File: config.mk
export PLATFORM = sky130hd
export DESIGN_NAME = psum_accum
export DESIGN_NICKNAME = d
export VERILOG_FILES = /design/src/rtl/psum_accum_pkg.sv /design/src/rtl/psum_lane_add.sv /design/src/rtl/psum_accum.sv
export SDC_FILE = /design/constraint.sdc
export NUM_CORES = 2
export LEC_CHECK = 0
export BUFFER_PORTS_ARGS = -buffer_cell sky130_fd_sc_hd__buf_2
export CELL_PAD_IN_SITES_DETAIL_PLACEMENT = 1
export CELL_PAD_IN_SITES_GLOBAL_PLACEMENT = 1
export CORE_MARGIN = 2
export CORE_UTILIZATION = 48
export CTS_BUF_LIST = sky130_fd_sc_hd__clkbuf_8 sky130_fd_sc_hd__clkbuf_16
export DETAILED_ROUTE_END_ITERATION = 10
export MAX_ROUTING_LAYER = met4
export PLACE_DENSITY = 0.73
export SYNTH_ARGS = -nofsm -noshare
export SYNTH_HDL_FRONTEND = slang
export SYNTH_SLANG_ARGS = --single-unit
File: constraint.sdc
create_clock -name clk -period 33.7 [get_ports clk]
set_input_delay 6.74 -clock clk [delete_from_list [all_inputs] [get_ports clk]]
set_output_delay 6.74 -clock clk [all_outputs]
set_load 0.01 [all_outputs]
File: src/rtl/psum_accum_pkg.sv
// rtl/psum_accum_pkg.sv - shared types, defaults and helpers for the psum drain stage
package psum_accum_pkg;

  // Default geometry of the drain stage
  localparam int COL   = 8;
  localparam int BW    = 16;
  localparam int DEPTH = 16;
  localparam int AW    = 5;

  // Value substituted for a negative lane when ReLU is enabled
  localparam logic [BW-1:0] RELU_ZERO = '0;

  // Drain FSM states: one FIFO word is consumed per WAIT->GAP1->GAP2 round trip
  typedef enum logic [2:0] {
    IDLE = 3'd0,
    WAIT = 3'd1,
    GAP1 = 3'd2,
    GAP2 = 3'd3,
    DONE = 3'd4
  } state_t;

  // Least significant bit of a lane inside a packed col*bw word
  function automatic int lane_lsb(input int lane, input int width);
    return lane * width;
  endfunction

endpackage

File: src/rtl/psum_lane_add.sv
// rtl/psum_lane_add.sv - one-lane wrapping accumulate with pass-0 bypass and ReLU
module psum_lane_add
  import psum_accum_pkg::*;
#(
  parameter int bw = BW
) (
  input  logic [bw-1:0] in_lane,
  input  logic [bw-1:0] acc_lane,
  input  logic          first_pass,
  input  logic          relu_en,
  output logic [bw-1:0] sum,
  output logic [bw-1:0] result
);

  // First pass overwrites stale accumulator contents; later passes add modulo 2^bw
  always_comb begin
    sum    = first_pass ? in_lane : (in_lane + acc_lane);
    result = (relu_en && sum[bw-1]) ? bw'(RELU_ZERO) : sum;
  end

endmodule

File: src/rtl/psum_accum.sv
// rtl/psum_accum.sv - multi-pass psum accumulator draining the MAC output FIFO
module psum_accum
  import psum_accum_pkg::*;
#(
  parameter int col   = COL,
  parameter int bw    = BW,
  parameter int depth = DEPTH,
  parameter int aw    = AW
) (
  input  logic              clk,
  input  logic              reset,
  input  logic              start,
  input  logic [aw-1:0]     num_pos,
  input  logic [3:0]        num_pass,
  input  logic              relu_en,
  input  logic              ofifo_valid,
  input  logic [col*bw-1:0] ofifo_out,
  output logic              ofifo_rd,
  output logic              out_valid,
  output logic [aw-2:0]     out_addr,
  output logic [col*bw-1:0] out_data,
  output logic              busy,
  output logic              done
);

  state_t state, state_n;

  logic [aw-1:0]     pos_cnt, pos_cnt_n;
  logic [3:0]        pass_cnt, pass_cnt_n;
  logic [aw-1:0]     num_pos_r, num_pos_n;
  logic [3:0]        num_pass_r, num_pass_n;
  logic              relu_r, relu_n;

  logic              ofifo_rd_n, out_valid_n, busy_n, done_n;
  logic [aw-2:0]     out_addr_n;
  logic [col*bw-1:0] out_data_n;

  logic [col*bw-1:0] acc [depth];
  logic [col*bw-1:0] acc_rd;
  logic [col*bw-1:0] sum_word;
  logic [col*bw-1:0] result_word;
  logic              acc_we;
  logic              first_pass;
  logic              final_pass;
  logic              last_pos;

  assign acc_rd     = acc[pos_cnt[aw-2:0]];
  assign first_pass = (pass_cnt == 4'd0);
  assign final_pass = (pass_cnt == (num_pass_r - 4'd1));
  assign last_pos   = (pos_cnt == (num_pos_r - aw'(1)));

  for (genvar i = 0; i < col; i++) begin : g_lane
    localparam int LSB = lane_lsb(i, bw);
    psum_lane_add #(.bw(bw)) u_lane (
      .in_lane   (ofifo_out[LSB +: bw]),
      .acc_lane  (acc_rd[LSB +: bw]),
      .first_pass(first_pass),
      .relu_en   (relu_r),
      .sum       (sum_word[LSB +: bw]),
      .result    (result_word[LSB +: bw])
    );
  end

  // State, job parameters, counters and every output are registered here
  always_ff @(posedge clk) begin
    if (reset) begin
      state      <= IDLE;
      pos_cnt    <= '0;
      pass_cnt   <= '0;
      num_pos_r  <= '0;
      num_pass_r <= '0;
      relu_r     <= 1'b0;
      ofifo_rd   <= 1'b0;
      out_valid  <= 1'b0;
      out_addr   <= '0;
      out_data   <= '0;
      busy       <= 1'b0;
      done       <= 1'b0;
    end else begin
      state      <= state_n;
      pos_cnt    <= pos_cnt_n;
      pass_cnt   <= pass_cnt_n;
      num_pos_r  <= num_pos_n;
      num_pass_r <= num_pass_n;
      relu_r     <= relu_n;
      ofifo_rd   <= ofifo_rd_n;
      out_valid  <= out_valid_n;
      out_addr   <= out_addr_n;
      out_data   <= out_data_n;
      busy       <= busy_n;
      done       <= done_n;
    end
  end

  // Accumulator write; contents need no reset since pass 0 overwrites them
  always_ff @(posedge clk) begin
    if (acc_we) begin
      acc[pos_cnt[aw-2:0]] <= sum_word;
    end
  end

  // Next-state and next-output logic for the drain FSM
  always_comb begin
    state_n     = state;
    pos_cnt_n   = pos_cnt;
    pass_cnt_n  = pass_cnt;
    num_pos_n   = num_pos_r;
    num_pass_n  = num_pass_r;
    relu_n      = relu_r;
    ofifo_rd_n  = 1'b0;
    out_valid_n = 1'b0;
    out_addr_n  = out_addr;
    out_data_n  = out_data;
    done_n      = 1'b0;
    acc_we      = 1'b0;

    case (state)
      IDLE: begin
        if (start) begin
          num_pos_n  = num_pos;
          num_pass_n = (num_pass == 4'd0) ? 4'd1 : num_pass;
          relu_n     = relu_en;
          pos_cnt_n  = '0;
          pass_cnt_n = '0;
          if (num_pos == '0) begin
            state_n = DONE;
            done_n  = 1'b1;
          end else begin
            state_n = WAIT;
          end
        end
      end
      WAIT: begin
        if (ofifo_valid) begin
          acc_we     = 1'b1;
          ofifo_rd_n = 1'b1;
          if (final_pass) begin
            out_valid_n = 1'b1;
            out_addr_n  = pos_cnt[aw-2:0];
            out_data_n  = result_word;
          end
          state_n = GAP1;
        end
      end
      GAP1: begin
        // Head stays stale for one more edge while the FIFO registers the pop
        state_n = GAP2;
      end
      GAP2: begin
        if (last_pos) begin
          pos_cnt_n = '0;
          if (final_pass) begin
            state_n = DONE;
            done_n  = 1'b1;
          end else begin
            pass_cnt_n = pass_cnt + 4'd1;
            state_n    = WAIT;
          end
        end else begin
          pos_cnt_n = pos_cnt + aw'(1);
          state_n   = WAIT;
        end
      end
      DONE: begin
        state_n = IDLE;
      end
      default: begin
        state_n = IDLE;
      end
    endcase

    busy_n = (state_n != IDLE);
  end

endmodule
* Word level (Yosys, flattened, before mapping)
Memories as Yosys holds them, arrays and structs flattened. A register that Yosys moved wholly into a read port is not among the register bits.
Index checks and enable logic that the tools add are counted.
Widths: inputs -> output; s select.
** Word-level totals
- Register bits after elaboration :: 158
- Bits in writable memories :: 2048
- Bits of input ports :: 142
- Output and inout bits :: 136
- Logic and storage cells :: 95
- Memories :: 1
** Cells by class
- Add/subtract/negate cells :: 12
- Equal/unequal tests :: 8
- Muxes and demuxes :: 41
- Bitwise gates (word level) :: 2
- Reduce and logical (&&, ||, !) cells :: 19
** Memory list
- acc :: words 16, width 128, rd ports 1, clocked after Yosys merged registers in 1, write ports 1, line psum_accum.sv:38 : logic [col*bw-1:0] acc [depth];
** Operators by type and width (count)
- $mux 16 :: 16
- $add 16x16->16 :: 8
- $mux 4 :: 6
- $mux 3 :: 5
- $pmux 3 s4 :: 1
- $mux 5 :: 2
- $pmux 5 s2 :: 1
- $logic_and 1x1->1 :: 8
- $logic_not 4->1 :: 2
- $mux 1 :: 8
- $pmux 4 s2 :: 1
- $eq 3x2->1 const B :: 2
- $ne 2x2->1 const B :: 3
- $add 5x1->5 const B :: 1
- $eq 5x5->1 :: 1
- $logic_not 5->1 :: 1
- $sub 5x1->5 const B :: 1
- $add 4x1->4 const B :: 1
- $eq 4x4->1 :: 1
- $reduce_and 2->1 :: 2
- $reduce_and 4->1 :: 1
- $sub 4x1->4 const B :: 1
- $eq 3x1->1 const B :: 1
- $logic_not 3->1 :: 1
- other kinds (6) :: 7

* Longest topological paths before layout
- Depth after elaboration :: 6
- Depth in mapped cells :: 20
- Gate-level depth less buffers :: 15

* Hierarchy
Synthesis repeated with hierarchy kept, for this count alone.
** Unflattened totals
- Cells, all modules :: 5023
- Area, all modules :: 91555.3 µm²
** By module, submodules not included
- psum_accum :: times used 1, cells each 3807, area an instance 83157.3 µm², sequential area each 64742.1 µm²
- psum_lane_add :: times used 8, cells each 152, area an instance 1049.8 µm², sequential area each 0.0 µm²

* Worst setup path after synthesis
No wires, ideal clock.
- Path type :: input to register
- Start point :: in ofifo_valid
- End point :: mem acc[0][0] (netlist bit), enable pin
- Library setup time :: 0.772 ns
- Arrival :: 15.825 ns
- Required time :: 32.928 ns
- Path slack :: 17.103 ns
- Cell stages on the path :: 4
- Path buffers :: 0
- Cells stage by stage :: nand3b_1 nor2_1 nand2_1 nor3_1
** Between the ends
- Word-level cells in the longest chain between the ends :: 4
** RTL lines
- from (decl) :: line psum_accum.sv:16 : input logic ofifo_valid,
- $mux 1 :: line psum_accum.sv:134 : if (ofifo_valid) begin
- $mux 1
- $mux 1 :: line psum_accum.sv:97 : if (acc_we) begin
- $mux 1 (not written as such) :: line psum_accum.sv:98 : acc[pos_cnt[aw-2:0]] <= sum_word;
- to (decl) :: line psum_accum.sv:38
No other way between the ends.

* Worst setup path in the final report
- Start point :: in ofifo_valid
- End point :: mem acc[14][46] (netlist bit), enable pin
The elaborated chain is that of the path after synthesis.

==> metrics.md <==
| Metric | Value |
|---|---|
| Worst hold path class | flop to flop |
| Metal-1 WL | 91270 µm |
| Sequential-to-total area share from yosys stat | 72.46% |
| CP Launch Type | input port |
| Clock Latency Late Sink | 870 ps |
| Post-CTS setup buffer count | 0 |
| Worst reg2reg path depth | 16 |
| Core box area | 0.1852 mm² |
| Critical path type | input port to flop |
| Worst-case clock buffer depth | 3 |
| Remaining antenna violation count | 0 |
| Final period util | around 30% |
| Largest net degree at the start of global routing | between 100 and 150 |
| Synthesized area | roughly 0.09 mm² |
| Hold_ws | 453.6 ps |
| Gpl congestion | approximately 0.81 |
| Pwr dens | 56.16 mW/mm² |
| Hold Path Origin | out_data[97] |
| Slew @ Worst Pin | 1322 ps |
| WL per Instance | 30.07 µm |
| Slowest stage cell, crit path | buf_4 |
| Starting Density | 48.23% |
| Worst EP required | 34180 ps |
| Most frequent cells in the layout | 2048 x edfxtp_1, 627 x mux4_2, 277 x buf_2 |
| Vias in the first global route | 49250 |
| Sink Count | around 2200 |
| Via count normalized by instance count | 6.070 |
| Setup TNS | 0 ps |
| Metal2 WL | about 120000 µm |
| WL final | 227700 µm |
| Worst-path clk slew | 60 ps |
| All-Layer GR Usage | 24.95% |
| CTS H-Tree Depth | 4 |
| Routed vias | 45970 |
| DRC Markers | 0 |
| DP Worst Slack | around 23000 ps |
| DP Wirelength | approximately 130000 µm |
| Drt initial violations | 3918 |
| FFs w/ async S/R, synth | 0% |
| Critical Path Fanout Max | a little over 40 |
| Status | finished, final reports clean |
| Chip Height | 435.4 µm |
| # setup viols final | 0 |
| MaxCap Viol Count | 0 |
| Die Width | 435.4 µm |
| Post-Syn Instances | 4481 |
| Static leakage | 32.80 nW |
| Ports | 278 |
| Min Tclk post-route | 10100 ps |
| Max-slew headroom | a little under an eighth |
| Post-synth EDFFs | 2048 |
| Nets | 5179 |
| Hold bufs inserted after CTS | 0 |
| Final hold vios | 0 |
| Yosys warnings | 0 |
| Max stage delay on crit path | 780 ps |
| Max VDD drop | 0.00004283 V |
| Hold depth | 2 |
| Most used cell, CP | buf_4 |
| Top sig layer | met4 |
| Slew Viols, Final | 0 |
| R2r setup slk | between 20000 and 30000 ps |
| Clock root cell | clkbuf_16 |
| Final Worst Setup Slack | 23600 ps |
| First-pass GRT wire length | 336500 µm |
| Distinct cells, synth | 78 |
| Global route overflow | 0 |
| Port bufs | 277 |
| Crit. End Element | flop |
| Worst path cell trace | buf_2, nand3b_1, nor2_1, nand2_1, nor2_4, buf_4, buf_4, buf_4 |
| Fin Clk Skew | 45.12 ps |
| Routed length on met3 | 11310 µm |
| FILL cells | 16290 |
| Initial antenna violation count | 7 |
| Post_cts resized | 0 |
| Post-Syn Nets | 4759 |
| Avg Cell Area, Syn | about 20 µm² |
| Area Overhead vs Synth | 13.60% |
| Worst EP arrival | roughly 11000 ps |
| Share of layout cells above drive strength 1 | 28.18% |
| FMAX | between 0.09 and 0.1 GHz |
| Main flop type after synthesis | edfxtp_1 |
| DRT Pass-1 Iters | 7 |
| Most common cell after layout, fill and taps aside | edfxtp_1 |
| # rows | 158 |
| Die Area | 0.1896 mm² |
| CTS Buf Count | about 220 |
| TritonCTS clock tree | yes |
| #FFs+latches synth | ~2200 |
| Design Power | 5.700 mW |
| Reg-to-reg critical path endpoint | acc[13][28] |
| RSZ-0062 raised after global routing | no |
| Hold EP | out_data[97] |
==> cell usage after synthesis (all sizes together) (5+ instances only) <==
library cell     n  share of area, %
xor2            40              0.40
nor2b           30              0.21
a31oi            6             0.042
nor2           195              0.82
a22o            69              0.68
and3             8             0.056
o31ai           15              0.13
or4              5             0.046
dfxtp          162               3.6
or3             14             0.098
nand3           38              0.22
clkbuf         145              0.61
edfxtp        2048                69
o21bai          12              0.10
o31a             5             0.049
nand4            8             0.056
fa               8              0.18
a211oi          29              0.25
a21o            31              0.26
buf             66              0.38
nor3b            7             0.064
nand2          175              0.74
mux2i           28              0.31
nor3            41              0.24
nor4b            6             0.059
and2             5             0.035
ha             128               1.8
or2             10             0.070
a32o            44              0.49
o211ai           5             0.048
o21a            27              0.23
inv             67              0.28
a21oi          152              0.89
nand2b          18              0.13
o21ai           85              0.52
a211o            6             0.059
mux4           627                16
xnor2           65              0.66
o2111ai          6             0.059
==> cells by family after synthesis <==
| logic type | count (synthesis) | synth area share, % |
|---|---|---|
| multiplexers | 658 | 16.16 |
| buffers and inverters | 278 | 1.272 |
| adder cells (fa/ha/maj) | 136 | 1.972 |
| flip-flops | 2210 | 72.46 |
| AND/OR/NAND/NOR | 581 | 3.061 |
| XOR/XNOR | 105 | 1.063 |
| AO/OA/AOI/OAI | 513 | 4.012 |
==> power breakdown <==
group / switching [mW] / total, mW / internal (mW)
clock network: 1.04 / 2.42 / 1.38
logic: 0.164 / 0.261 / 0.0966
registers: 0.00412 / 3.02 / 3.01
==> worst max-delay path: cells and delay by family <==
family	cells	cell delay, ps
buffers and inverters	4	2360
AND/OR/NAND/NOR	4	1350
==> cell type report <==
| type | instances | area (µm²) | share of cell area [%] |
|---|---|---|---|
| Sequential cell | 2210 | 64760 | 63.81 |
| Multi-Input combinational cell | 1993 | 23620 | 23.27 |
| Clock buffer | 240 | 5781 | 5.696 |
| Tap cell | 2480 | 3103 | 3.057 |
| Timing Repair Buffer | 411 | 2517 | 2.480 |
| Clock inverter | 168 | 1448 | 1.426 |
| Inverter | 67 | 251.5 | 0.2478 |
| Antenna cell | 5 | 12.51 | 0.01233 |
==> sequential cells by signal, summed over array words and instances, names as in the netlist, 3 cells and up, named ones only <==
register,flops
acc,2048
num_pass_r,4
num_pos_r,5
out_addr,4
out_data,128
pass_cnt,4
pos_cnt,5
state,3
==> metal layers <==
metal  global-route usage [%]  vias up
met5                        -        -
met4                    6.956        0
met3                    2.868      335
met2                    42.23     1379
met1                    32.14    24900
li1                         -    19360
==> worst max-delay path by stage <==
stage | startpoint | to
after floorplan | ofifo_valid | acc[0][0]
after global placement | ofifo_valid | acc[14][28]
after detailed placement | ofifo_valid | acc[14][40]
after CTS | ofifo_valid | acc[14][45]
after global routing | ofifo_valid | acc[14][41]
final | ofifo_valid | acc[14][46]
==> metrics by stage <==
step / util [%] / area [µm²] / instances
floorplan: - / 89340 / 4481
global placement: 50.86 / 94210 / 7156
detailed placement: 50.86 / 94210 / 7156
CTS: 54.76 / 101400 / 7564
global route: 54.79 / 101500 / 7572
finish: 54.79 / 101500 / 7574
Note: power is estimated with default switching activity, not from simulation.
